$ cat src/rtl/lock_sequencer.sv
// Combination-lock sequencer: turns debounced key presses into digit events, checks them
// against a stored 2-bit-digit password, and handles unlock, re-programming and lockout.
module lock_sequencer #(
   parameter int          PWD_MAX     = 7,
   parameter logic [13:0] DEFAULT_PWD = 14'h0E4,
   parameter int          DEFAULT_LEN = 3,
   parameter int          MAX_FAIL    = 3,
   parameter int          LOCKOUT_CYC = 1000
) (
   input  logic       CLK,
   input  logic       CLR_n,
   input  logic       KeyPress,
   input  logic [1:0] KeyValue,
   input  logic       Change,
   input  logic       Lock_It,
   output logic       Unlocked,
   output logic       Programming,
   output logic       Alarm,
   output logic [2:0] DigitCnt,
   output logic [1:0] FailCnt,
   output logic [1:0] state_dbg
);

   localparam int PW = 2 * PWD_MAX;
   localparam int TW = (LOCKOUT_CYC > 2) ? $clog2(LOCKOUT_CYC) : 1;

   // Handshake: none; KeyPress/Change are levels whose 0->1 transitions are single events,
   // Lock_It is a level that wins over both whenever it is high.
   typedef enum logic [1:0] {
      S_LOCKED  = 2'd0,
      S_OPEN    = 2'd1,
      S_PROGRAM = 2'd2,
      S_LOCKOUT = 2'd3
   } state_t;

   state_t          state, state_n;
   logic            key_q, change_q;
   logic [2:0]      digit_cnt, digit_n;
   logic [1:0]      fail_cnt, fail_n;
   logic            mismatch, mism_n;
   logic [PW-1:0]   pwd, pwd_n;
   logic [PW-1:0]   shadow, shadow_n;
   logic [2:0]      pwd_len, len_n;
   logic [TW-1:0]   timer, timer_n;

   logic            key_ev, ch_ev, last_digit, miss;
   logic [1:0]      cur_digit, fail_inc;

   always_comb begin
      key_ev     = KeyPress & ~key_q;
      ch_ev      = Change & ~change_q;
      cur_digit  = pwd[{digit_cnt, 1'b0} +: 2];
      miss       = (KeyValue != cur_digit);
      last_digit = ((digit_cnt + 3'd1) == pwd_len);
      fail_inc   = (fail_cnt == 2'(MAX_FAIL)) ? fail_cnt : fail_cnt + 2'd1;

      state_n  = state;
      digit_n  = digit_cnt;
      fail_n   = fail_cnt;
      mism_n   = mismatch;
      pwd_n    = pwd;
      len_n    = pwd_len;
      shadow_n = shadow;
      timer_n  = timer;

      case (state)
         S_LOCKED: begin
            if (Lock_It) begin
               digit_n = 3'd0;
               mism_n  = 1'b0;
            end else if (key_ev && !ch_ev) begin
               if (last_digit) begin
                  // Whole sequence entered: decide on the accumulated miss flag plus this digit.
                  digit_n = 3'd0;
                  mism_n  = 1'b0;
                  if (!(mismatch | miss)) begin
                     state_n = S_OPEN;
                     fail_n  = 2'd0;
                  end else begin
                     fail_n = fail_inc;
                     if (fail_inc == 2'(MAX_FAIL)) begin
                        state_n = S_LOCKOUT;
                        timer_n = '0;
                     end
                  end
               end else begin
                  digit_n = digit_cnt + 3'd1;
                  mism_n  = mismatch | miss;
               end
            end
         end
         S_OPEN: begin
            if (Lock_It) begin
               state_n = S_LOCKED;
               digit_n = 3'd0;
            end else if (ch_ev) begin
               state_n = S_PROGRAM;
               digit_n = 3'd0;
            end
         end
         S_PROGRAM: begin
            if (Lock_It) begin
               state_n = S_LOCKED;
               digit_n = 3'd0;
            end else if (ch_ev) begin
               if (digit_cnt != 3'd0) begin
                  pwd_n = shadow;
                  len_n = digit_cnt;
               end
               state_n = S_OPEN;
               digit_n = 3'd0;
            end else if (key_ev) begin
               shadow_n[{digit_cnt, 1'b0} +: 2] = KeyValue;
               if ((digit_cnt + 3'd1) == 3'(PWD_MAX)) begin
                  pwd_n   = shadow_n;
                  len_n   = 3'(PWD_MAX);
                  state_n = S_OPEN;
                  digit_n = 3'd0;
               end else begin
                  digit_n = digit_cnt + 3'd1;
               end
            end
         end
         S_LOCKOUT: begin
            if (timer == TW'(LOCKOUT_CYC - 1)) begin
               state_n = S_LOCKED;
               fail_n  = 2'd0;
               digit_n = 3'd0;
               mism_n  = 1'b0;
            end else begin
               timer_n = timer + 1'b1;
            end
         end
         default: begin
            state_n = S_LOCKED;
            digit_n = 3'd0;
         end
      endcase
   end

   always_ff @(posedge CLK or negedge CLR_n) begin
      if (!CLR_n) begin
         state       <= S_LOCKED;
         key_q       <= 1'b0;
         change_q    <= 1'b0;
         digit_cnt   <= 3'd0;
         fail_cnt    <= 2'd0;
         mismatch    <= 1'b0;
         pwd         <= DEFAULT_PWD[PW-1:0];
         pwd_len     <= 3'(DEFAULT_LEN);
         shadow      <= '0;
         timer       <= '0;
         Unlocked    <= 1'b0;
         Programming <= 1'b0;
         Alarm       <= 1'b0;
      end else begin
         state       <= state_n;
         key_q       <= KeyPress;
         change_q    <= Change;
         digit_cnt   <= digit_n;
         fail_cnt    <= fail_n;
         mismatch    <= mism_n;
         pwd         <= pwd_n;
         pwd_len     <= len_n;
         shadow      <= shadow_n;
         timer       <= timer_n;
         Unlocked    <= (state_n == S_OPEN) || (state_n == S_PROGRAM);
         Programming <= (state_n == S_PROGRAM);
         Alarm       <= (state_n == S_LOCKOUT);
      end
   end

   assign DigitCnt  = digit_cnt;
   assign FailCnt   = fail_cnt;
   assign state_dbg = state;

endmodule

$ cat config.mk
export PLATFORM = sky130hd
export DESIGN_NAME = lock_sequencer
export DESIGN_NICKNAME = d
export VERILOG_FILES = /design/src/rtl/lock_sequencer.sv
export SDC_FILE = /design/constraint.sdc
export NUM_CORES = 1
export LEC_CHECK = 0
export CAP_MARGIN = 25
export CORE_MARGIN = 8
export CORE_UTILIZATION = 60
export CTS_CLUSTER_DIAMETER = 40
export CTS_CLUSTER_SIZE = 12
export DETAILED_ROUTE_END_ITERATION = 12
export PLACE_DENSITY = 0.81
export SETUP_SLACK_MARGIN = 0.15
export SLEW_MARGIN = 20
export SYNTH_ARGS = -nofsm -noshare
export SYNTH_HDL_FRONTEND = slang
export SYNTH_SLANG_ARGS = --single-unit
$ cat constraint.sdc
create_clock -name CLK -period 3.36 [get_ports CLK]
set_input_delay 0.336 -clock CLK [delete_from_list [all_inputs] [get_ports CLK]]
set_output_delay 0.336 -clock CLK [all_outputs]
set_load 0.03 [all_outputs]
==> impl_results.md <==
- Run status: finished, final reports clean
- Highest fanout seen on the critical path: 15
- Total nets after synthesis: around 330
- Antenna violations before repair: 0
- Power per cell area: approximately 570 mW/mm2
- Number of flops mapped to enable cells by yosys: 0
- Synthesis-to-layout area growth: 10.3%
- Hold Path Stages: 1
- FF+latch count, synth: 54
- Mapped Avg Cell Area: 9.72 um2
- Cell area after technology mapping: just over 0.003 mm2
- Required time worst endpoint: ~3600 ps
- Fraction of registers with async set or reset after synthesis: 100%
- Top_reg_cell synth: sky130_fd_sc_hd__dfrtp_1
- Diodes inserted: 0
- CTS HTree Levels: 2
- IO Pins: 17
- End point of the most critical hold path: key_q
- Number of nets at the end of the flow: 345
- DR iter-0 viols: 103
- Final hold slack: roughly 480 ps
- Commonest non-fill, non-tap cells in the layout: sky130_fd_sc_hd__dfrtp_1 (48), sky130_fd_sc_hd__nor2_1 (32), sky130_fd_sc_hd__nand2_1 (24), sky130_fd_sc_hd__o21ai_0 (24), sky130_fd_sc_hd__mux2i_1 (19)
- Total of warnings raised by yosys: 0
- Total core area: ~0.0050 mm2
- Sequential element share of the synthesized area: roughly 44%
- DP HPWL: about 4600 um
- Post-route cell area: around 0.0034 mm2
- Data arrival, critical path: 3040 ps
- Post-DR wirelength/cell: between 15 and 20 um
- Quantity of I/O buffers inserted on ports: 16
- Critical R2R Launch: DigitCnt[1]
- Slew at the pin with the worst max-slew slack: roughly 560 ps
- Total placed instance area: between 0.003 and 0.004 mm2
- TritonCTS clock tree: done
- Maximum clock skew at final layout: around 4.3 ps
- Number of buffers on the longest clock path: 2
- RSZ-0062 raised after global routing: false
- Reg2Reg Capture Point: Unlocked
- Crit path kind: flop to flop
- Clock sink count: 54
- Vias in the first global route: approximately 2,500
- Final antenna-violating net count: 0
- First-pass GRT wire length: ~11,000 um
- Slew headroom: ~63%
- Worst R2R Path Depth: 9
- Post_cts resized: 0
- Combined global-route utilization of all metal layers: between 15 and 20%
- Shortest period the worst path allows: roughly 2800 ps
- Die Area: a little under 0.008 mm2
- Ranking of synthesized cells by area: sky130_fd_sc_hd__dfrtp_1 (39%), sky130_fd_sc_hd__mux2i_1 (6.2%), sky130_fd_sc_hd__mux2_2 (5.5%)
- Worst Setup End Kind: flop
- Cell type contributing the most total cell area after synthesis: sky130_fd_sc_hd__dfrtp_1
- Via density per instance: about 6
- Detailed Routing Iterations Pass 1: 4
- Setup_tns: 0 ps
- Final total power: between 1.5 and 2 mW
- Period utilisation layout: 83.0%
- Yosys top cell area share: 39.0%
- Initial Util: between 60 and 70%
- Count of final max-slew check failures: 0
- Cell row count: 26
- Leading cell type in the layout, fill and taps excluded: sky130_fd_sc_hd__dfrtp_1
- Clock root buffer: sky130_fd_sc_hd__clkbuf_8
- Slack of the worst reg-to-reg path: ~570 ps
- Die width: approximately 88 um
- Layout cell share with drive strength beyond 1: between 10% and 20%
- Final weighted congestion of routability-driven global placement: between 0.8 and 0.9
- DRC violation count after routing: 0
- Vias after detailed routing: between 2,000 and 2,500
- Type of element launching the critical path: flop
- Leakage: ~1.5 nW
- Congestion Overflow GR: 0
- Cells after Synth: 317
- Total wire length after detailed routing: between 6000 and 7000 um
- Number of buffers added by the clock tree synthesis step: 5
- Maxcap violations: 0
- Maximum vdd drop: approximately 330 uV
- Pin count of the biggest net entering global routing: 33
- Total of endpoints with negative setup slack in the final report: 0
- Clock latency of the later-clocked register in the worst-skew pair: 300 ps
- Hold WC Path Type: input pin to flop
- Post-synth cell types: 51
- Clk slew on worst S/H paths: roughly 90 ps
- Final Hold Viols: 0
- Origin of the worst min-delay path: KeyPress
- Maximum clock rate: roughly 0.36 GHz
- Vertical die dimension: a little under 90 um
==> worst max path at each step <==
stage	from	endpoint	slack, ps
floorplan	DigitCnt[0]	Unlocked	520
global placement	DigitCnt[1]	Unlocked	670
detailed placement	DigitCnt[1]	Unlocked	610
CTS	DigitCnt[1]	Unlocked	590
global route	DigitCnt[1]	Unlocked	380
finish	DigitCnt[1]	Unlocked	570
==> what timing repair did <==
item,4_1_cts,5_1_grt
buffers inserted,0,0
hold buffers,1,0
endpoints found under the hold margin,1,0
==> logic make-up (layout without fill, tap and decap cells) <==
kind of cell / Yosys count / count (layout) / synth area share, %
DFF: 54 / 54 / 44.1
adders and majority gates: 8 / 8 / 3.25
xor gates and xnor gates: 5 / 5 / 1.91
AOI/OAI and AO/OA: 71 / 71 / 15.2
buffers and inverters: 30 / 44 / 4.26
muxes: 34 / 34 / 11.7
and+or+nand+nor: 115 / 115 / 19.7
==> area by class of cell <==
cell class	instances	area, um2
Clock buffer	7	76.3
Tap cell	70	87.6
Clock inverter	1	30.0
Timing Repair Buffer	22	203
Fill cell	425	1640
Sequential cell	54	1360
Multi-Input combinational cell	233	1590
Inverter	14	52.6
==> critical path, cell delays in order (launching register included) <==
cell                       delay (ps)
sky130_fd_sc_hd__dfrtp_1          710
sky130_fd_sc_hd__inv_1            170
sky130_fd_sc_hd__ha_1             440
sky130_fd_sc_hd__xor2_1           230
sky130_fd_sc_hd__nor3_4           270
sky130_fd_sc_hd__nand3_4          140
sky130_fd_sc_hd__or3_4            370
sky130_fd_sc_hd__o211ai_1         110
sky130_fd_sc_hd__ha_1             260
sky130_fd_sc_hd__inv_1             50
==> power breakdown <==
part | internal [mW] | switching (mW) | leakage, nW
clock | 0.223 | 0.201 | 0.0524
sequential | 0.729 | 0.104 | 0.686
combinational | 0.278 | 0.405 | 0.748
total | 1.23 | 0.710 | 1.49
==> synth_stat cells, drive strengths merged (2+ instances only) <==
cell type / instances
nand4: 4
a22oi: 3
nor2b: 6
o21ai: 24
mux2i: 19
xnor2: 2
ha: 8
nor2: 32
inv: 14
nor3: 10
nand3: 14
buf: 6
xor2: 2
mux2: 15
or3: 3
a21oi: 15
and2: 3
clkbuf: 10
a21o: 4
o21a: 2
a31oi: 7
nand2: 24
dfstp: 6
nor4: 2
and3: 5
dfrtp: 48
nor3b: 2
nand2b: 2
nand3b: 5
or4: 2
o211ai: 6
==> stage by stage <==
stage,setup slack [ps],util (%),std cells
global route,385,67.4,401
CTS,589,67.4,401
global placement,666,65.1,392
finish,571,67.4,401
detailed placement,610,65.1,392
floorplan,523,-,317
==> registers in the layout, summed over array words and instances (netlist names) <==
name	count
shadow	14
key_q	1
FailCnt	2
Unlocked	1
change_q	1
Alarm	1
pwd_len	3
Programming	1
mismatch	1
DigitCnt	3
state_dbg	2
pwd	14
timer	10
==> routing by layer <==
layer / wire, um / vias to the layer above / share of wire, % / global-route usage, %
met3: 228 / 7 / 3.6 / 3.38
met2: 3260 / 50 / 51 / 33.5
met5: 0 / - / 0 / 0
li1: - / 1160 / - / -
met4: 77 / 0 / 1.2 / 5.31
met1: 2850 / 1158 / 44 / 21.1
No activity file was read; power rests on OpenSTA's default activity.
